$ cat src/rtl/lab1_pkg.sv
// Shared constants for the NOR-gate unit sweep tester.
//   state_e      : sweep FSM state encoding
//   NUM_VECTORS  : number of (A,B) input combinations applied per sweep
//   ERR_COUNT_W  : width of the failing-vector counter (holds 0..4)
//   FAIL_MASK_W  : width of the per-vector failure mask
package lab1_pkg;

  typedef enum logic [1:0] {
    StIdle   = 2'd0,
    StSettle = 2'd1,
    StCheck  = 2'd2,
    StDone   = 2'd3
  } state_e;

  localparam int unsigned NUM_VECTORS = 4;
  localparam int unsigned ERR_COUNT_W = 3;
  localparam int unsigned FAIL_MASK_W = NUM_VECTORS;

endpackage

$ cat src/rtl/gate_golden.sv
// Golden reference for the NOR-built logic unit: purely combinational.
//   a_i, b_i        : unit inputs A and B
//   exp_and_o       : expected A & B
//   exp_or_o        : expected A | B
//   exp_not_o       : expected ~A
module gate_golden (
  input  logic a_i,
  input  logic b_i,
  output logic exp_and_o,
  output logic exp_or_o,
  output logic exp_not_o
);

  assign exp_and_o = a_i & b_i;
  assign exp_or_o  = a_i | b_i;
  assign exp_not_o = ~a_i;

endmodule

$ cat src/rtl/nor_gate_sweep_tester.sv
// Stimulus driver and response checker for the NOR-built gate unit. On start it
// applies (A,B) = 00, 01, 10, 11, holds each for SETTLE_CYCLES cycles, checks the
// unit outputs in one CHECK cycle and accumulates an error count and failure mask.
//   clk, reset         : clock, synchronous active-high reset
//   start              : begin a sweep (honoured in IDLE or DONE only)
//   obsAND/obsOR/obsNOT: outputs of the unit under test
//   drvA, drvB         : inputs driven to the unit under test
//   busy, done, pass   : status (SETTLE/CHECK, DONE, DONE with no errors)
//   errCount, failMask : number of failing vectors, bit k = vector {A,B}=k failed
module nor_gate_sweep_tester
  import lab1_pkg::*;
#(
  parameter int unsigned SETTLE_CYCLES = 2
) (
  input  logic                   clk,
  input  logic                   reset,
  input  logic                   start,
  input  logic                   obsAND,
  input  logic                   obsOR,
  input  logic                   obsNOT,
  output logic                   drvA,
  output logic                   drvB,
  output logic                   busy,
  output logic                   done,
  output logic                   pass,
  output logic [ERR_COUNT_W-1:0] errCount,
  output logic [FAIL_MASK_W-1:0] failMask
);

  if (SETTLE_CYCLES < 1 || SETTLE_CYCLES > 15) begin : g_bad_settle
    $error("SETTLE_CYCLES must be in 1..15");
  end

  localparam logic [3:0] CntLast = 4'(SETTLE_CYCLES - 1);

  state_e                 state_q, state_d;
  logic [1:0]             idx_q, idx_d;
  logic [3:0]             cnt_q, cnt_d;
  logic [1:0]             drv_q, drv_d;  // {A, B}
  logic [ERR_COUNT_W-1:0] err_q, err_d;
  logic [FAIL_MASK_W-1:0] mask_q, mask_d;

  logic exp_and, exp_or, exp_not;
  logic mismatch;

  gate_golden u_golden (
    .a_i       (drv_q[1]),
    .b_i       (drv_q[0]),
    .exp_and_o (exp_and),
    .exp_or_o  (exp_or),
    .exp_not_o (exp_not)
  );

  assign mismatch = (obsAND != exp_and) | (obsOR != exp_or) | (obsNOT != exp_not);

  always_comb begin
    state_d = state_q;
    idx_d   = idx_q;
    cnt_d   = cnt_q;
    drv_d   = drv_q;
    err_d   = err_q;
    mask_d  = mask_q;
    case (state_q)
      StIdle, StDone: begin
        if (start) begin
          err_d   = '0;
          mask_d  = '0;
          idx_d   = 2'd0;
          cnt_d   = 4'd0;
          drv_d   = 2'b00;
          state_d = StSettle;
        end
      end
      StSettle: begin
        if (cnt_q == CntLast) begin
          state_d = StCheck;
        end else begin
          cnt_d = cnt_q + 4'd1;
        end
      end
      StCheck: begin
        // One increment per vector at most; four vectors keep errCount <= 4.
        if (mismatch) begin
          err_d         = err_q + ERR_COUNT_W'(1);
          mask_d[idx_q] = 1'b1;
        end
        if (idx_q == 2'd3) begin
          drv_d   = 2'b00;
          state_d = StDone;
        end else begin
          idx_d   = idx_q + 2'd1;
          drv_d   = idx_q + 2'd1;
          cnt_d   = 4'd0;
          state_d = StSettle;
        end
      end
      default: state_d = StIdle;
    endcase
  end

  always_ff @(posedge clk) begin
    if (reset) begin
      state_q <= StIdle;
      idx_q   <= 2'd0;
      cnt_q   <= 4'd0;
      drv_q   <= 2'b00;
      err_q   <= '0;
      mask_q  <= '0;
    end else begin
      state_q <= state_d;
      idx_q   <= idx_d;
      cnt_q   <= cnt_d;
      drv_q   <= drv_d;
      err_q   <= err_d;
      mask_q  <= mask_d;
    end
  end

  assign drvA     = drv_q[1];
  assign drvB     = drv_q[0];
  assign busy     = (state_q == StSettle) || (state_q == StCheck);
  assign done     = (state_q == StDone);
  assign pass     = (state_q == StDone) && (err_q == '0);
  assign errCount = err_q;
  assign failMask = mask_q;

endmodule

$ cat config.mk
export PLATFORM = sky130hd
export DESIGN_NAME = nor_gate_sweep_tester
export DESIGN_NICKNAME = d
export VERILOG_FILES = /design/src/rtl/lab1_pkg.sv /design/src/rtl/gate_golden.sv /design/src/rtl/nor_gate_sweep_tester.sv
export SDC_FILE = /design/constraint.sdc
export NUM_CORES = 1
export LEC_CHECK = 0
export BUFFER_PORTS_ARGS = -buffer_cell sky130_fd_sc_hd__buf_2
export CORE_MARGIN = 4
export CORE_UTILIZATION = 44
export CTS_BUF_LIST = sky130_fd_sc_hd__clkbuf_8
export DETAILED_ROUTE_END_ITERATION = 10
export GPL_TIMING_DRIVEN = 0
export HOLD_SLACK_MARGIN = 0.05
export PLACE_DENSITY = 0.68
export SLEW_MARGIN = 20
export SYNTH_ARGS = -nofsm -noshare
export SYNTH_HDL_FRONTEND = slang
export SYNTH_HIERARCHICAL = 1
export SYNTH_SLANG_ARGS = --single-unit
$ cat constraint.sdc
create_clock -name clk -period 1.6 [get_ports clk]
set_clock_uncertainty 0.05 [all_clocks]
set_input_delay 0.32 -clock clk [delete_from_list [all_inputs] [get_ports clk]]
set_output_delay 0.32 -clock clk [all_outputs]
set_load 0.02 [all_outputs]
== Yosys cells after proc, flatten, opt, wreduce, memory -nomap -nowiden ==
Cells that the tools add are included.

* Logic and storage cells: 62
* Output and inout bits: 12
* Input port bits: 6
* Register bits after elaboration: 17

* Equal/unequal tests: 13
* Muxes and demuxes: 20
* Add/subtract/negate cells: 3
* Bitwise operators: 6
* Magnitude comparators: 2
* Reduce and logical (&&, ||, !) cells: 12

{| class="wikitable"
|+ Operator list
! operator !! number
|-
| 4-bit two-way mux || 4
|-
| 2-bit two-way mux || 6
|-
| 4-bit one-hot mux with 3 select lines || 1
|-
| 2-bit != test (second input constant) || 5
|-
| 3-bit AND reduction || 3
|-
| 2-bit one-hot mux with 2 select lines || 2
|-
| 4-bit one-hot mux with 2 select lines || 1
|-
| 2-bit equality test (second input constant) || 3
|-
| 3-bit two-way mux || 2
|-
| 2-bit one-hot mux with 3 select lines || 1
|-
| 3-bit one-hot mux with 2 select lines || 1
|-
| 4-bit by 1-bit adder with 4-bit output (second input constant) || 1
|-
| 4-bit by 1-bit equality test with 1-bit output (second input constant) || 1
|-
| 4-bit bitwise OR || 1
|-
| 2-bit AND reduction || 2
|-
| 3-bit by 1-bit adder with 3-bit output (second input constant) || 1
|-
| 3-bit zero test || 1
|-
| 2-bit by 3-bit less-than comparator with 1-bit output (second input constant) || 1
|-
| 1-bit != test || 3
|-
| 1-bit bitwise OR || 3
|-
| 2-bit by 1-bit adder with 2-bit output (second input constant) || 1
|-
| 1-bit demux with 2-bit select || 1
|-
| 2-bit by 1-bit equality test with 1-bit output (second input constant) || 1
|-
| 2-bit by 1-bit greater-or-equal comparator with 1-bit output (second input constant) || 1
|-
| other kinds (8) || 9
|}

== Logic depth before layout (Yosys ltp) ==
* Word-level depth: 7
* Depth in mapped cells: 7
* Gate-level depth less buffers: 6

== Modules after synthesis ==
Netlist, hierarchy kept.

{| class="wikitable"
|+ By module, submodules not included
! module !! times used !! sequential area each (um^2) !! area an instance (um^2) !! cells each
|-
| nor_gate_sweep_tester || 1 || 340.3 || 969.7 || 115
|-
| gate_golden || 1 || 0.0 || 17.5 || 3
|}

== Least setup slack after synthesis ==
Ideal clock, no wire load.

* Path type: register to register
* Start point: reg state_q[0]
* End point: reg cnt_q[3]
* Slack: -152 ps
* Setup time: 71 ps
* Cell stages (with the launch flop): 8
* Clock period less this slack: 1752 ps
* Path buffers: 1
* Data arrival time: 1632 ps
* Data required time: 1479 ps
* Path through: dfxtp_1 > inv_1 > ha_1 > nand2b_2 > buf_6 > nand2_4 > or4_1 > a21oi_1

* Cells in the longest elaborated chain, start to end: 4
* Elaborated cells between the ends (all ways): 10
* Those cells by class: eq/ne: 6; mux: 1; reduce/logical: 3

{| class="wikitable"
|+ Ends and longest elaborated chain
! what !! line !! RTL
|-
| from (decl) || nor_gate_sweep_tester.sv:36 || <nowiki>state_e state_q, state_d;</nowiki>
|-
| from (signal assigned) || nor_gate_sweep_tester.sv:103 || <nowiki>state_q <= StIdle;</nowiki>
|-
| from (signal assigned) || nor_gate_sweep_tester.sv:110 || <nowiki>state_q <= state_d;</nowiki>
|-
| 2-bit equality test / 2-bit zero test (equally long branches) || nor_gate_sweep_tester.sv:63 || <nowiki>case (state_q)</nowiki>
|-
| 2-bit OR reduction || nor_gate_sweep_tester.sv:63 ||
|-
| 2-bit != test (no source line) || - ||
|-
| 3-bit AND reduction (no source line) || - ||
|-
| to (signal assigned) || nor_gate_sweep_tester.sv:112 || <nowiki>cnt_q <= cnt_d;</nowiki>
|-
| to (decl) || nor_gate_sweep_tester.sv:38 || <nowiki>logic [3:0] cnt_q, cnt_d;</nowiki>
|}

Parallel ways exist; a longest one is shown, timed or not.
A chain may end at the register's enable or synchronous reset.

== Worst setup path after layout ==
* Start point: reg cnt_q[1]
* End point: reg cnt_q[2]

* Cells in the longest elaborated chain, start to end: 3
* Elaborated cells between the ends (all ways): 6
* Those cells by class: add/sub: 1; eq/ne: 2; mux: 2; reduce/logical: 1

{| class="wikitable"
|+ Ends and longest elaborated chain
! what !! line
|-
| 4-bit by 1-bit adder with 4-bit output / 4-bit by 1-bit equality test with 1-bit output (equally long branches) || nor_gate_sweep_tester.sv:78, nor_gate_sweep_tester.sv:75
|-
| 4-bit two-way mux / 2-bit != test (equally long branches) || -
|-
| 4-bit one-hot mux with 3 select lines / 3-bit AND reduction (equally long branches) || -
|}

Parallel ways exist; a longest one is shown, timed or not. The select of a mux whose other input is x is not followed.

==> results.toml <==
[logic_synthesis]
netlist.area_leader.share = 0.3447
synthXorXnorAreaFrac = 0.02662
yosysWarnings = 6
synth_top_family_by_area = "simple AND/OR/NAND/NOR gates"
synth_nets = 136
synth_top_area_cell = "dfxtp_1"
synth_area_leaders = "dfxtp_1 (34%), ha_1 (15%), nand2_1 (5.7%), o21ai_0 (4.1%), inv_1 (3.8%)"
synth-simple-area-share = 0.2269
synth.yosys.seq_area_share = 0.3447
synth_cells = 118
avgSynthCellArea_sq_um = 8.366
ys_ff_latch = 17
synth_adder_area_share = 0.1521
yosys-mux-area-fraction = 0
ys_types = 34
synth_area_sq_um = 987.2
synth_compound_area_frac = 0.1850

[worst_hold_path]
min_to = "state_q[0]"
worstHoldStart = "reset"
hold_path_class = "input port to register"
hold_depth = 2

[setup_path]
worstPathArrival_ns = 1.69
r2r_end = "cnt_q[2]"
r2r-start = "cnt_q[1]"
crit_required_ns = 1.73
critPathLaunch = "cnt_q[1]"
setup.reg_to_reg.worst_slack_ns = 0.04
start_kind = "register"
worst_r2r_path_depth = 6
crit_path_end_kind = "register"
cp_max_fo = 4
criticalPathCategory = "register to register"

[pwr]
pwr-share-clk = 0.210
p_int_w = 0.0009637
p_comb_frac = 0.460
swShare = 0.3674
p_per_area_nw_per_um2 = 1174
power_w = 0.001523
cellLeakagePower_nw = 0.5524
power_switching_w = 0.0005596
seq_power_share = 0.330
ir_drop_mv = 0.8956

[placed_design]
place_area_sq_um = 1120
globalplace.congestion = 0.7963
place_hpwl_microns = 1466
io_buffer_count = 17
post-place-ws_ns = -0.1011

[route]
drcViolationCount = 0
via_per_inst = 5.246
post_drt_wl_per_cell_microns = 12.92
final_antenna_net_count = 0
wirelength_microns = 2209
drt_first_pass_iters = 4
dr.first_iter.drc_count = 13
vias = 897

[status]
outcome = "completed"

[die]
die-area_sq_um = 3065
core_sq_um = 2042
rows = 16
initial_core_util = 0.4835
io_pins = 18
die_x_microns = 55.37
dieHeight_microns = 55.37

[sta]
tightestPinTransition_ns = 0.5225
hold_viol = 0
rsz0062_at_grt = "true"
setup_viol = 0
fin_ws_ns = 0.03933
relSlewSlack = 0.6517
slew_violations = 0
fin_crit_ns = 1.561
timing.fmax_mhz = 640.8
tns_ns = 0
fin_crit_sh = 0.9754

[finish]
diodes = 0
fin_area_sq_um = 1297
nets = 163
drive_gt1_frac = 0.3750
syn2layout_area_growth_pct = 31.43

[global_route]
overflow = 0
grt_max_degree = 11
gr-usage-all-layers = 0.1444
antenna_found_initial = 0
grt_first_pass_wirelength_microns = 3643
grt_pass1_vias = 846

[clock_tree]
cts_buffers = 3
path_clk_slew_ns = 0.07
cts_tree = "yes"
cts_max_level = 1
worstSkewPairLatency_ns = 0.25
cts-root-buf = "clkbuf_8"
clock-sinks = 17
clk_path_buf_depth = 2

[run]
max-cap-violations = 0
-- per-stage QoR --
| stage | hold WS (ns) | utilization | std cells |
|---|---|---|---|
| 6_report | 0.2856 | 0.6354 | 171 |
| 5_1_grt | 0.2957 | 0.6354 | 171 |
| 4_1_cts | 0.2536 | 0.6048 | 171 |
| 3_5_place_dp | 0.3911 | 0.5484 | 162 |
| 3_3_place_gp | 0.3798 | 0.5484 | 162 |
| 2_1_floorplan | 0.3353 | - | 118 |
-- cell usage after synthesis, drive strengths merged --
| cell | instances |
|---|---|
| dfxtp | 17 |
| nand2 | 16 |
| ha | 12 |
| inv | 11 |
| nor2 | 10 |
| o21ai | 9 |
| a21oi | 7 |
| nand3 | 3 |
| or2 | 3 |
| xor2 | 3 |
| a2bb2oi | 2 |
| a31oi | 2 |
| a32oi | 2 |
| and2 | 2 |
| buf | 2 |
| nand4 | 2 |
| o32ai | 2 |
| or3 | 2 |
| or3b | 2 |
| a211oi | 1 |
| a21boi | 1 |
| a21o | 1 |
| clkbuf | 1 |
| nand2b | 1 |
| nand3b | 1 |
| nor3 | 1 |
| o211ai | 1 |
| or4 | 1 |
-- layout make-up --
type                    instances  area [sq um]
plain buffers                   2         11.26
clock buffers                   3         41.29
clock inverters                 1         5.005
fillers                       176         744.5
inverters                      11         41.29
multi-input cells              87         670.6
flip-flops and latches         17         351.6
well taps                      27         33.78
repair buffers                 23         142.6
-- worst max-delay path by stage --
stage	endpoint	slack, ns	cells after the start
floorplan	cnt_q[3]	0.02	7
CTS	cnt_q[3]	0.001	7
finish	cnt_q[2]	0.04	6
global placement	failMask[1]	-0.06	6
detailed placement	failMask[2]	-0.10	6
global route	cnt_q[2]	-0.03	6
-- flip-flops by register name (all words and copies together), names as in the netlist --
signal    count
failMask      4
state_q       2
errCount      3
drv_q         2
idx_q         2
cnt_q         4
-- layer usage --
| layer | track usage | share of wire | vias to the layer above |
|---|---|---|---|
| met2 | 0.2584 | 0.55 | 11 |
| met5 | 0 | 0 | - |
| met4 | 0.03125 | 0.0086 | 0 |
| li1 | - | - | 457 |
| met3 | 0.04895 | 0.033 | 5 |
| met1 | 0.1641 | 0.41 | 424 |
-- critical path, cell delays in order (launching register included) --
cell and delay, ns:
dfxtp_2 0.36, inv_2 0.04, ha_2 0.15, or3b_4 0.25
nand4_1 0.14, or3b_1 0.39, a21oi_1 0.11
-- cells by family (layout without fill, tap and decap cells) --
logic type / Yosys count / after routing
flip-flops: 17 / 17
AO/OA/AOI/OAI: 28 / 28
buffers and inverters: 14 / 40
XOR/XNOR: 3 / 3
adder cells (fa/ha/maj): 12 / 12
AND/OR/NAND/NOR: 44 / 44
-- placed cells by master (no fill, tap or decap), types with 2 or more instances in the layout --
cell	netlist	layout
ha_1	12	7
nand4_1	2	2
nand3_1	3	3
o32ai_1	2	2
dfxtp_4	0	2
nand2_4	1	2
nor2_1	10	10
inv_1	10	8
buf_6	1	2
buf_2	0	15
dfxtp_2	0	3
clkbuf_8	0	3
ha_4	0	3
o21ai_0	8	8
inv_2	1	3
dfxtp_1	17	12
buf_4	1	7
or3_1	2	2
a2bb2oi_1	2	2
ha_2	0	2
nand2_1	15	14
a21oi_1	7	6
xor2_1	3	3
a32oi_1	2	2
-- power by group through the flow --
stage | sequential [W] | combinational [W] | clock (W)
after detailed placement | 0.000511 | 0.000516 | 0
after global placement | 0.000509 | 0.000507 | 0
after global routing | 0.000510 | 0.000768 | 0.000358
after floorplan | 0.000520 | 0.000389 | 0
final | 0.000503 | 0.000701 | 0.000320
after CTS | 0.000498 | 0.000624 | 0.000335
-- what timing repair did --
item                                    CTS  global route
endpoints found under the setup margin    9            14
resized for setup                        11            17
pin swaps                                 3             9
buffers inserted                          5             1
hold buffers                              0             0
No activity file was read; power rests on OpenSTA's default activity.
